File: src/rtl/piano_pkg.sv
// piano_pkg -- shared definitions for the poly_piano tone generator.
//   MAX_KEYS     : largest supported voice count
//   TUNE         : per-voice phase increment (24-bit accumulator scale)
//   state_e      : frame sequencer states
//   clog2        : ceil(log2(v)), 0 for v <= 1
//   sine_entry   : elaboration-time sine table generator for wave_rom
package piano_pkg;

    localparam int MAX_KEYS = 16;
    localparam int TUNE_W   = 24;

    // Phase increment added once per output sample for each voice.
    localparam logic [TUNE_W-1:0] TUNE [0:MAX_KEYS-1] = '{
        24'h400000, 24'h200000, 24'h600000, 24'hA00000,
        24'hC00000, 24'hE00000, 24'h800000, 24'h100000,
        24'h300000, 24'h500000, 24'h700000, 24'h900000,
        24'hB00000, 24'hD00000, 24'hF00000, 24'h080000
    };

    typedef enum logic [2:0] {
        ST_IDLE,
        ST_LATCH,
        ST_SCAN,
        ST_DRAIN,
        ST_NORM,
        ST_OUT
    } state_e;

    function automatic int clog2(input int v);
        int r;
        r = 0;
        for (int i = 0; i < 31; i++) begin
            if ((1 << i) < v) r = i + 1;
        end
        return r;
    endfunction

    // pi/2 in Q30 fixed point.
    localparam longint HALF_PI_Q30 = 64'sd1686629713;

    // Offset-binary sine sample idx of a 2^aw-entry table, ww bits wide.
    // Quarter-wave symmetry keeps the Taylor series on [0, pi/2], so the
    // peaks land exactly on MID +/- (MID-1) and zero crossings on MID.
    function automatic logic [31:0] sine_entry(input longint idx,
                                               input longint aw,
                                               input longint ww);
        longint q, m, x, term, acc, amp, mid;
        logic   neg;
        q   = longint'(1) << (aw - 2);
        mid = longint'(1) << (ww - 1);
        neg = 1'b0;
        if (idx <= q) begin
            m = idx;
        end else if (idx <= q + q) begin
            m = q + q - idx;
        end else if (idx <= q + q + q) begin
            m   = idx - q - q;
            neg = 1'b1;
        end else begin
            m   = (q << 2) - idx;
            neg = 1'b1;
        end
        x    = (HALF_PI_Q30 * m) / q;
        acc  = x;
        term = x;
        for (longint k = 1; k <= 7; k++) begin
            term = -((((term * x) >>> 30) * x) >>> 30) / ((k + k) * (k + k + 1));
            acc  = acc + term;
        end
        amp = ((mid - 1) * acc + (longint'(1) << 29)) >>> 30;
        return neg ? 32'(mid - amp) : 32'(mid + amp);
    endfunction

endpackage

File: src/rtl/wave_rom.sv
// wave_rom -- one-period sine wavetable, offset-binary, registered read.
//   clk     : clock
//   addr_i  : table index (ROM_AW bits)
//   data_o  : sample at addr_i from the previous cycle (1-cycle latency)
module wave_rom
    import piano_pkg::*;
#(
    parameter int ROM_AW = 8,
    parameter int WAVE_W = 8
) (
    input  logic              clk,
    input  logic [ROM_AW-1:0] addr_i,
    output logic [WAVE_W-1:0] data_o
);

    localparam int DEPTH = 1 << ROM_AW;

    logic [WAVE_W-1:0] rom_tbl [DEPTH];
    logic [WAVE_W-1:0] data_q;

    genvar gi;
    for (gi = 0; gi < DEPTH; gi++) begin : g_tbl
        localparam logic [31:0] ENTRY = sine_entry(longint'(gi), longint'(ROM_AW), longint'(WAVE_W));
        assign rom_tbl[gi] = ENTRY[WAVE_W-1:0];
    end

    always_ff @(posedge clk) begin
        data_q <= rom_tbl[addr_i];
    end

    assign data_o = data_q;

endmodule

File: src/rtl/poly_piano.sv
// poly_piano -- time-multiplexed polyphonic tone generator.
//   clk          : clock
//   rst          : asynchronous active-high reset
//   keys         : raw key levels (asynchronous), 1 = pressed
//   wave_out     : mixed offset-binary sample, held between updates
//   sample_valid : one-cycle pulse when wave_out updates
//   active_cnt   : number of voices sounding in the current sample
// One frame per SAMPLE_DIV clocks: snapshot keys, scan each voice through
// the shared wavetable, sum active voices, normalise by ceil(log2(count)).
module poly_piano
    import piano_pkg::*;
#(
    parameter int NUM_KEYS   = 8,
    parameter int ACC_W      = 24,
    parameter int WAVE_W     = 8,
    parameter int ROM_AW     = 8,
    parameter int SAMPLE_DIV = 1024
) (
    input  logic                           clk,
    input  logic                           rst,
    input  logic [NUM_KEYS-1:0]            keys,
    output logic [WAVE_W-1:0]              wave_out,
    output logic                           sample_valid,
    output logic [clog2(NUM_KEYS+1)-1:0]   active_cnt
);

    localparam int CNT_W = clog2(NUM_KEYS + 1);
    localparam int KW    = (NUM_KEYS > 1) ? clog2(NUM_KEYS) : 1;
    localparam int SUM_W = WAVE_W + clog2(NUM_KEYS) + 1;
    localparam int DIV_W = (SAMPLE_DIV > 1) ? clog2(SAMPLE_DIV) : 1;
    localparam logic [WAVE_W-1:0] MID = {1'b1, {(WAVE_W-1){1'b0}}};

    state_e                    state_q, state_d;
    logic [NUM_KEYS-1:0]       sync1_q, sync2_q, snap_q, snap_d;
    logic [DIV_W-1:0]          div_q;
    logic [KW-1:0]             k_q, k_d;
    logic                      act_q, act_d;
    logic signed [SUM_W-1:0]   sum_q, sum_d;
    logic [CNT_W-1:0]          count_q, count_d, pop_cnt;
    logic [WAVE_W-1:0]         wave_q, wave_d;
    logic                      valid_q, valid_d;
    logic [CNT_W-1:0]          cnt_out_q, cnt_out_d;
    logic [ACC_W-1:0]          phase_q [NUM_KEYS];
    logic [ACC_W-1:0]          tune_w  [NUM_KEYS];
    logic [ROM_AW-1:0]         rom_addr;
    logic [WAVE_W-1:0]         rom_data;
    logic [WAVE_W-1:0]         smp_signed;
    logic                      tick;
    int                        shift;

    // Rescale the 24-bit tuning words to the accumulator width so pitch
    // is independent of ACC_W.
    genvar gi;
    for (gi = 0; gi < NUM_KEYS; gi++) begin : g_tune
        if (ACC_W >= TUNE_W) begin : g_wide
            assign tune_w[gi] = ACC_W'(TUNE[gi]) << (ACC_W - TUNE_W);
        end else begin : g_narrow
            assign tune_w[gi] = ACC_W'(TUNE[gi] >> (TUNE_W - ACC_W));
        end
    end

    assign tick     = (div_q == DIV_W'(SAMPLE_DIV - 1));
    assign rom_addr = phase_q[k_q][ACC_W-1 -: ROM_AW];

    wave_rom #(
        .ROM_AW (ROM_AW),
        .WAVE_W (WAVE_W)
    ) u_rom (
        .clk    (clk),
        .addr_i (rom_addr),
        .data_o (rom_data)
    );

    // Offset-binary to two's complement: s - MID is just an MSB flip.
    assign smp_signed = {~rom_data[WAVE_W-1], rom_data[WAVE_W-2:0]};

    always_comb begin
        pop_cnt = '0;
        for (int i = 0; i < NUM_KEYS; i++) begin
            pop_cnt = pop_cnt + CNT_W'(sync2_q[i]);
        end
    end

    // ceil(log2(count)); 0 for count <= 1.
    always_comb begin
        shift = 0;
        for (int i = 0; i < CNT_W; i++) begin
            if (int'(count_q) > (1 << i)) shift = i + 1;
        end
    end

    always_ff @(posedge clk or posedge rst) begin
        if (rst) state_q <= ST_IDLE;
        else     state_q <= state_d;
    end

    always_comb begin
        state_d   = state_q;
        k_d       = k_q;
        act_d     = 1'b0;
        sum_d     = sum_q;
        count_d   = count_q;
        snap_d    = snap_q;
        wave_d    = wave_q;
        valid_d   = 1'b0;
        cnt_out_d = cnt_out_q;

        // ROM data trails the scan index by one cycle; act_q marks whether
        // the returning sample belongs to a sounding voice.
        if (act_q) begin
            sum_d = sum_q + $signed({{(SUM_W-WAVE_W){smp_signed[WAVE_W-1]}}, smp_signed});
        end

        case (state_q)
            ST_IDLE: begin
                if (tick) state_d = ST_LATCH;
            end
            ST_LATCH: begin
                snap_d  = sync2_q;
                sum_d   = '0;
                count_d = pop_cnt;
                k_d     = '0;
                state_d = ST_SCAN;
            end
            ST_SCAN: begin
                act_d = snap_q[k_q];
                k_d   = k_q + 1'b1;
                if (k_q == KW'(NUM_KEYS - 1)) state_d = ST_DRAIN;
            end
            ST_DRAIN: begin
                state_d = ST_NORM;
            end
            ST_NORM: begin
                // |sum >>> shift| always fits WAVE_W signed, so truncation is exact.
                wave_d    = WAVE_W'(sum_q >>> shift) ^ MID;
                valid_d   = 1'b1;
                cnt_out_d = count_q;
                state_d   = ST_OUT;
            end
            ST_OUT: begin
                state_d = ST_IDLE;
            end
            default: begin
                state_d = ST_IDLE;
            end
        endcase
    end

    always_ff @(posedge clk or posedge rst) begin
        if (rst) begin
            sync1_q   <= '0;
            sync2_q   <= '0;
            snap_q    <= '0;
            div_q     <= '0;
            k_q       <= '0;
            act_q     <= 1'b0;
            sum_q     <= '0;
            count_q   <= '0;
            wave_q    <= MID;
            valid_q   <= 1'b0;
            cnt_out_q <= '0;
            for (int i = 0; i < NUM_KEYS; i++) begin
                phase_q[i] <= '0;
            end
        end else begin
            sync1_q   <= keys;
            sync2_q   <= sync1_q;
            snap_q    <= snap_d;
            div_q     <= tick ? '0 : div_q + 1'b1;
            k_q       <= k_d;
            act_q     <= act_d;
            sum_q     <= sum_d;
            count_q   <= count_d;
            wave_q    <= wave_d;
            valid_q   <= valid_d;
            cnt_out_q <= cnt_out_d;
            // Released voices park at phase 0 so a new press starts at ROM[0].
            for (int i = 0; i < NUM_KEYS; i++) begin
                if (state_q == ST_SCAN && int'(k_q) == i) begin
                    phase_q[i] <= snap_q[i] ? phase_q[i] + tune_w[i] : '0;
                end
            end
        end
    end

    assign wave_out     = wave_q;
    assign sample_valid = valid_q;
    assign active_cnt   = cnt_out_q;

endmodule

File: config.mk
export PLATFORM = sky130hd
export DESIGN_NAME = poly_piano
export DESIGN_NICKNAME = d
export VERILOG_FILES = /design/src/rtl/piano_pkg.sv /design/src/rtl/wave_rom.sv /design/src/rtl/poly_piano.sv
export SDC_FILE = /design/constraint.sdc
export NUM_CORES = 1
export LEC_CHECK = 0
export CAP_MARGIN = 15
export CORE_MARGIN = 1
export CORE_UTILIZATION = 45
export CTS_BUF_LIST = sky130_fd_sc_hd__clkbuf_4
export DETAILED_ROUTE_END_ITERATION = 6
export DONT_BUFFER_PORTS = 1
export PLACE_DENSITY_LB_ADDON = 0.3
export SLEW_MARGIN = 0
export SYNTH_ARGS = -nofsm -noshare
export SYNTH_HDL_FRONTEND = slang
export SYNTH_SLANG_ARGS = --single-unit
File: constraint.sdc
create_clock -name clk -period 3.71 [get_ports clk]
set_input_delay 0.5565 -clock clk [delete_from_list [all_inputs] [get_ports clk]]
set_output_delay 0.5565 -clock clk [all_outputs]
set_load 0.1 [all_outputs]
## Word level (Yosys, flattened, before mapping)

Memories as Yosys holds them, arrays and structs flattened. A register that Yosys moved wholly into a read port is not among the register bits.
Index checks and enable logic that the tools add are counted.

| operators by class | value |
|---|---|
| $add $sub $neg | 18 |
| $lt $le $gt $ge | 6 |
| equality and inequality tests | 15 |
| shift operators | 1 |
| mux-type cells | 26 |
| bitwise operators | 4 |
| reduce and logical (&&, ||, !) cells | 13 |

Operators by type and width:

| cell | number |
|---|---|
| $mux W24 | 10 |
| $add A24 B24 Y24 const B | 4 |
| $mux W32 | 3 |
| $bmux W24 S3 | 1 |
| $add A24 B23 Y24 const B | 2 |
| $sshr A12 B32 Y8 | 1 |
| $add A24 B21 Y24 const B | 1 |
| $add A24 B22 Y24 const B | 1 |
| $mux W12 | 2 |
| $eq A3 B3 Y1 const B | 6 |
| $add A4 B1 Y4 | 4 |
| $pmux W3 S5 | 1 |
| $add A12 B8 Y12 | 1 |
| $eq A3 B2 Y1 const B | 4 |
| $add A10 B1 Y10 const B | 1 |
| $eq A10 B10 Y1 const B | 1 |
| $mux W10 | 1 |
| $not A8 Y9 | 1 |
| $logic_and A1 B1 Y1 | 8 |
| $eq A3 B1 Y1 const B | 2 |
| $logic_not A3 Y1 | 2 |
| $mux W3 | 2 |
| $pmux W3 S2 | 1 |
| $add A3 B1 Y4 | 1 |
| other kinds (16) | 22 |

| storage, ports and cells | value |
|---|---|
| register bits after elaboration | 262 |
| memory bits (read-only) | 2048 |
| input bits | 10 |
| output and inout bits | 13 |
| word-level logic and storage cells | 104 |
| memories | 1 |

Memories:

| name | words | width | read ports | clocked after Yosys merged registers in | wr ports | RTL line | source |
|---|---|---|---|---|---|---|---|
| (no name shown) | 256 | 8 | 1 | 1 | 0 | wave_rom.sv:28 | `data_q <= rom_tbl[addr_i];` |

## Depth between registers and ports, before layout

Gate-level depths: netlist of run 1.

| depth | value |
|---|---|
| word-level depth | 7 |
| mapped depth | 10 |
| depth with buffers taken out | 10 |

## Cells and area by module

A second synthesis of run 1 with hierarchy kept.

| unflattened totals | value |
|---|---|
| cell total of the unflattened synthesis | 857 |
| area total of the unflattened synthesis | 7275.7 µm² |

By module, submodules not included:

| module | times used | cells each | area an instance (µm²) | seq. area each (µm²) |
|---|---|---|---|---|
| poly_piano | 1 | 542 | 5156.2 | 2278.4 |
| wave_rom | 1 | 315 | 2119.5 | 160.2 |

## Worst setup path before layout of run 1

Ideal clock, no wire load.

| timing path | value |
|---|---|
| path type | register -> register |
| start | register sync2_q[0] |
| end | register count_q[2] |
| library setup time | 83 ps |
| arrival | 2698 ps |
| data required time | 3627 ps |
| setup slack | 930 ps |
| cell stages (with the launch flop) | 11 |
| period minus slack after synthesis | 2780 ps |
| cell sequence | dfrtp_1 > fa_1 > inv_1 > fa_1 > fa_1 > inv_1 > ha_1 > inv_1 > fa_1 > xor2_1 > o21ai_0 |

| between the ends | value |
|---|---|
| cells in the longest elaborated chain, start to end | 7 |

RTL lines:

| what | RTL line | source |
|---|---|---|
| from (decl) | poly_piano.sv:34 | `logic [NUM_KEYS-1:0] sync1_q, sync2_q, snap_q, snap_d;` |
| from (signal assigned) | poly_piano.sv:167 | `sync2_q <= sync1_q;` |
| $add A1 B1 Y2 | poly_piano.sv:80 | `pop_cnt = pop_cnt + CNT_W'(sync2_q[i]);` |
| $add A2 B1 Y3 | poly_piano.sv:80 |  |
| $add A3 B1 Y4 | poly_piano.sv:80 |  |
| $add A4 B1 Y4 (4 in series) | poly_piano.sv:80 |  |
| to (signal assigned) | poly_piano.sv:173 | `count_q <= count_d;` |
| to (decl) | poly_piano.sv:39 | `logic [CNT_W-1:0] count_q, count_d, pop_cnt;` |

Every way passes these cells.
A chain may end at the register's enable or synchronous reset.

## Worst setup path after layout of run 1

Same ends and word-level chain as after synthesis.

==> summary.txt, run 1 <==
Layout
  • Share of cells above drive strength 1: 6.25%
  • P&R area growth vs syn: 5.03%
  • Net count, final: 612
  • Final non-filler cell total: 725

Logic synthesis
  • Count leader, synth: dfrtp_1
  • Adder-Cell Fraction of Synth Area: 7.74%
  • Asr flop ratio synth: 91.9%
  • Largest family of logic cells by synthesized area: simple AND/OR/NAND/NOR gates
  • Sequential area share after synthesis: 44.3%
  • Post-synthesis mux area share: 5.60%
  • Post-Syn Area per Cell: 9.48 um^2
  • Post-synth cell types: 66
  • Prevailing post-synth register cell: dfrtp_1
  • Post-synth EDFFs: 0
  • Post-synth top cells: dfrtp_1, nand2_1, o21ai_0
  • Simple-gate share of the synthesized area: 20.5%
  • Synth Area in XOR/XNOR: 2.07%
  • Yosys warns: 0
  • Top cell type's share of synthesized area: 41.0%
  • Synth area leader: dfrtp_1
  • Post-synthesis register bit count: 99
  • Mapped Cells: 580
  • Post-synth net total: 621
  • Largest cells by area after synthesis: dfrtp_1, ha_1, o21ai_0, nand2_1, dfxtp_1
  • Complex-gate fraction of the synthesized area: 15.8%
  • Mapped cell area: 0.00550 mm^2

Worst setup path
  • Crit Path Max Fanout: 2
  • Slowest Stage Delay on Critical Path: 0.53 ns
  • Crit start category: register
  • Worst setup EP type: register
  • R2r setup slk: 0.80 ns
  • CP cell instances: fa_1 > inv_1 > fa_1 > fa_1 > inv_1 > ha_1 > inv_1 > fa_1 > xor2_1 > o21ai_0
  • Most used cell along the critical path: fa_1
  • Setup Crit Path Kind: register to register
  • WP data required: 4.12 ns
  • WP data arrival: 3.32 ns
  • CP startpoint: sync2_q[0]
  • Critical path's slowest cell: fa_1
  • Reg2Reg Depth: 10
  • RR Startpoint: sync2_q[0]
  • Reg2reg end: count_q[2]

Clock tree
  • Total CTS buffers: 9
  • H-Tree Depth: 3
  • CTS resizes: 0
  • CTS Buffer Depth: 2
  • Cts hold-fix bufs: 0
  • Skew-Pair Late Insertion Delay: 0.49 ns
  • Clock-pin slew on the worst setup and hold paths: 0.18 ns
  • Clock sink count: 99
  • Clock root buffer: clkbuf_4
  • CTS tree: yes
  • Post-CTS setup buffers: 0

Routing
  • Remaining antenna violation count after routing: 0
  • WL/cell: 15.8 um
  • DR DRC count: 0
  • Via count: 4,205
  • Initial DRC Count: 263
  • DRT Pass-1 Iters: 6
  • Via density per instance: 5.80
  • Final WL: 11.4 mm

Power
  • Switch Pwr: 0.000482 W
  • Worst vdd ir: 0.299 mV
  • Pwr per Cell Area: 305 mW/mm^2
  • Comb power frac: 3.5%
  • Switching Share: 27.4%
  • Leak Pwr: 2.56 nW
  • Sequential share of power: 62.0%
  • Share of total power in the clock network: 34.5%
  • Internal power: 0.00128 W

Outcome
  • Status: finished clean

Global routing
  • Vias in the first global route: 4,098
  • Initial antenna violation count: 1
  • Largest net degree at the start of global routing: 48
  • First-pass GRT wire length: 19.9 mm
  • Overflow after GRT: 0
  • Gr usage total: 19.9%

Timing
  • Worst Tran Pin Value: 0.951 ns
  • Setup TNS: 0 ns
  • Final Critical Period: 2.91 ns
  • Max-slew violations: 0
  • Final Cycle Share: 78.4%
  • Clock Skews: 0.0163 ns
  • Unrepaired setup endpoints after global routing: false
  • Rel. slew slack: 36.6%
  • Final hold violation count: 0
  • Final setup fails: 0
  • Max Freq: 344 MHz

Place
  • Gpl congestion: 0.805
  • Hpwl dp: 8.08 mm
  • Buffers on Ports: 0
  • Placed cell count: 707

Die
  • CORE AREA: 0.0120 mm^2
  • Row cnt: 40
  • Die Height: 113 um
  • I/O pin cnt: 23
  • Starting density of the core: 46.0%
  • DIE WIDTH: 113 um
  • DIE AREA: 0.0127 mm^2

Hold path
  • HP Class: input port to async pin

Flow run
  • MaxCap Viol Count: 0
-- worst max-delay path, delay by kind of cell, from the launching register on --
| kind | cells | cell delay [ns] |
|---|---|---|
| compound gates | 1 | 0.14 |
| fa+ha+maj | 5 | 1.95 |
| buf+inv | 3 | 0.17 |
| flops | 1 | 0.44 |
| xor+xnor | 1 | 0.15 |
-- worst max-delay path by stage --
stage | endpoint | depth (start not counted)
CTS | count_q[2] | 10
detailed placement | count_q[2] | 10
global placement | count_q[2] | 10
global route | count_q[2] | 10
floorplan | act_q | 1
finish | count_q[2] | 10
-- cell type report --
type                            instances  area, um^2
Clock inverter                          7        91.3
Sequential cell                        99        2440
Antenna cell                            2        5.00
Fill cell                            1109        6190
Clock buffer                            9        67.6
Tap cell                              147         184
Timing Repair Buffer                    5        37.5
Inverter                               29         110
Multi-Input combinational cell        427        2840
-- routing by layer --
layer	share of wire, %	global-route usage [%]	up-vias
met5	0	0	-
met4	1.5	6.84	0
met3	3.6	4.75	17
met2	49	32.2	84
met1	46	26.1	2043
li1	-	-	2061
-- cells in the final DEF, fill, tap and decap left out, types with 5 or more instances in the layout --
master and n:
clkbuf_4 9, o31ai_1 7, ha_1 26, dfxtp_1 8, xnor2_1 8, nor3b_1 7
buf_4 5, inv_1 27, nor3_1 16, nand3b_1 9, a21oi_1 25, nand4_1 10
a21o_1 8, mux2i_1 12, nor2b_1 11, nand3_1 19, nand2_1 73, nor2_1 31
and3_1 6, o21ai_0 57, o21a_1 7, nor4_1 6, dfrtp_1 90, nand2b_1 9
xor2_1 5, fa_1 5, mux2_2 5
-- flip-flops by register name (all words and copies together), names as in the netlist --
register and count:
phase_q 21, sum_q 12, div_q 10, snap_q 8
sync1_q 8, sync2_q 8, u_rom.data_o 8, wave_out 8
active_cnt 4, count_q 4, k_q 3, state_q 3
act_q 1, sample_valid 1
-- through the flow --
step | cell area, um^2 | hold slack [ns] | setup WS (ns) | power (W) | util, %
after global routing | 5780 | 0.00415 | 0.672 | 0.00184 | 48.3
final | 5780 | 0.0393 | 0.802 | 0.00176 | 48.3
after global placement | 5610 | 0.337 | 0.861 | 0.00117 | 46.9
after detailed placement | 5610 | 0.336 | 0.803 | 0.00118 | 46.9
after floorplan | 5500 | 0.331 | 0.792 | 0.00116 | -
after CTS | 5770 | 0.0273 | 0.784 | 0.00179 | 48.2
-- power groups by stage --
stage	sequential, W	combinational (W)	clock, W
2_1_floorplan	0.00111	0.0000477	0
3_3_place_gp	0.00111	0.0000614	0
3_5_place_dp	0.00111	0.0000646	0
4_1_cts	0.00109	0.0000653	0.000634
5_1_grt	0.00109	0.0000768	0.000670
6_report	0.00109	0.0000623	0.000607
-- kinds of logic (layout without fill, tap and decap cells) --
group | after synthesis | count (layout)
xor gates and xnor gates | 13 | 13
buffers and inverters | 54 | 50
DFF | 99 | 99
AOI/OAI and AO/OA | 141 | 141
muxes | 23 | 23
other | 0 | 2
adders and majority gates | 31 | 31
and+or+nand+nor | 219 | 219
Power figures use the tool's default switching activity.
==> inputs of run 2 (changes only) <==
==> constraint.sdc (replaced) <==
create_clock -name clk -period 3 [get_ports clk]
set_input_delay 0.45 -clock clk [delete_from_list [all_inputs] [get_ports clk]]
set_output_delay 0.45 -clock clk [all_outputs]
set_load 0.1 [all_outputs]
==> run 2 against run 1 <==
  * First-iteration DRC count fell by 6.5%
  * Register-to-register slack got worse by 0.71 ns
  * Via count barely moved
  * Sequential power rose by 24%
  * Setup slack got worse by 0.71 ns
  * Critical path depth fell by 1
  * Utilization rose by 1.2 points
  * Global-route usage fell by 0.17 points
  * Largest cell class unchanged
==> summary.txt, run 2 (same netlist as run 1, synthesis figures left out) <==
Power
  • Pwr per Cell Area: 380 mW/mm^2
  • Worst vdd ir: 0.420 mV
  • Leak Pwr: 2.63 nW

Timing
  • Max Freq: 343 MHz
  • Setup ws final: 0.0871 ns
  • Final Cycle Share: 97.1%
  • Clock Skews: 0.0233 ns
  • Rel. slew slack: 39.3%
  • Final hold violation count: 0
  • Minimum hold slack: 0.370 ns
  • Final Critical Period: 2.91 ns
  • Worst Tran Pin Value: 0.910 ns
  • Final setup fails: 0
  • Unrepaired setup endpoints after global routing: true
  • Max-slew violations: 0

Worst setup path
  • Reg2reg end: count_q[1]
  • WP data arrival: 3.33 ns
  • WP data required: 3.41 ns
  • Setup Crit Path Kind: register to register
  • Worst setup EP type: register
  • R2r setup slk: 0.09 ns
  • Crit start category: register
  • CP startpoint: sync2_q[0]
  • Setup crit end: count_q[1]
  • Crit Path Max Fanout: 2
  • RR Startpoint: sync2_q[0]
  • Reg2Reg Depth: 9

Die
  • Row cnt: 40
  • I/O pin cnt: 23
  • DIE WIDTH: 113 um
  • DIE AREA: 0.0127 mm^2
  • Die Height: 113 um
  • Starting density of the core: 46.0%
  • CORE AREA: 0.0120 mm^2

Global routing
  • Largest net degree at the start of global routing: 92
  • Initial antenna violation count: 1
  • Vias in the first global route: 4,157
  • First-pass GRT wire length: 19.7 mm
  • Gr usage total: 19.7%
  • Overflow after GRT: 0

Clock tree
  • Clock root buffer: clkbuf_4
  • CTS Buffer Depth: 2
  • Clock sink count: 99
  • CTS tree: yes
  • Skew-Pair Late Insertion Delay: 0.50 ns
  • Post-CTS setup buffers: 0
  • Total CTS buffers: 9
  • H-Tree Depth: 3
  • Clock-pin slew on the worst setup and hold paths: 0.19 ns

Layout
  • Most common cell after layout, fill and taps aside: dfrtp_1
  • FF/Latch Area: 0.00244 mm^2
  • P&R area growth vs syn: 7.69%
  • Most frequent cells in the layout: dfrtp_1, nand2_1, o21ai_0
  • Utilization after layout: 49.5%
  • Largest regs: phase_q: 21 flops, sum_q: 12 flops, div_q: 10 flops
  • Layout Cell Area excl Fill: 0.00592 mm^2
  • Share of cells above drive strength 1: 7.30%
  • Number of flip-flops in the largest register: 21
  • Multi-input gate area: 0.00285 mm^2
  • Net count, final: 625
  • Fillers: 1,103
  • Largest Register: phase_q

Routing
  • Via count: 4,208
  • DR DRC count: 0
  • Remaining antenna violation count after routing: 0
  • WL/cell: 15.6 um
  • Final WL: 11.5 mm
  • Via density per instance: 5.71
  • Initial DRC Count: 246
  • DRT Pass-1 Iters: 5

Place
  • DP Worst Slack: 0.0745 ns
  • Gpl congestion: 0.866
  • Placed inst area: 0.00565 mm^2
  • Hpwl dp: 8.15 mm
  • Buffers on Ports: 0

Flow run
  • MaxCap Viol Count: 0

Hold path
  • HP Class: register to register

Outcome
  • Status: finished clean
## run 2: timing repair
action,4_1_cts,5_1_grt
hold endpoints to repair,98,0
gates resized for setup,0,5
hold buffers,9,0
setup endpoints to repair,0,2
## run 2: routing by layer
layer | GRT usage, % | up-vias | routed length, um
li1 | - | 2087 | -
met1 | 24.4 | 2053 | 5320
met2 | 34.5 | 55 | 5690
met3 | 4.32 | 13 | 301
met4 | 5.69 | 0 | 153
met5 | 0 | - | 0
## run 2: stage by stage
stage          std cells  total power (W)  TNS, ns
3_5_place_dp         711          0.00146        0
5_1_grt              737          0.00234  -0.0132
6_report             737          0.00225        0
2_1_floorplan        580          0.00143        0
3_3_place_gp         711          0.00145        0
4_1_cts              736          0.00228        0
## run 2: worst min path at each step
| stage | startpoint | endpoint | slack (ns) | depth (start not counted) |
|---|---|---|---|---|
| after floorplan | sync1_q[0] | sync2_q[0] | 0.33 | 0 |
| after global placement | sync1_q[6] | sync2_q[6] | 0.34 | 0 |
| after detailed placement | sync1_q[6] | sync2_q[6] | 0.34 | 0 |
| after CTS | sync1_q[6] | sync2_q[6] | 0.37 | 0 |
| after global routing | sync1_q[6] | sync2_q[6] | 0.38 | 0 |
| final | sync1_q[6] | sync2_q[6] | 0.37 | 0 |
## run 2: final cells by class
cell class | instances | area share (%)
Clock buffer | 9 | 1.14
Multi-Input combinational cell | 427 | 48.1
Tap cell | 147 | 3.11
Antenna cell | 1 | 0.0423
Timing Repair Buffer | 18 | 2.87
Clock inverter | 7 | 1.73
Sequential cell | 99 | 41.2
Inverter | 29 | 1.86
## run 2: worst max-delay path, stage by stage, from the launching register on
cell and delay, ns:
dfrtp_1 0.43, fa_1 0.53, inv_1 0.05, fa_1 0.53, fa_1 0.42, inv_1 0.07
ha_2 0.19, inv_2 0.05, fa_2 0.52, o21ai_1 0.06
## run 2: report_power, final
part / total [W] / switching (W) / internal (W)
registers: 0.00135 / 0.00000455 / 0.00134
logic: 0.0000956 / 0.0000576 / 0.0000380
clock network: 0.000805 / 0.000519 / 0.000285
total: 0.00225 / 0.000581 / 0.00167
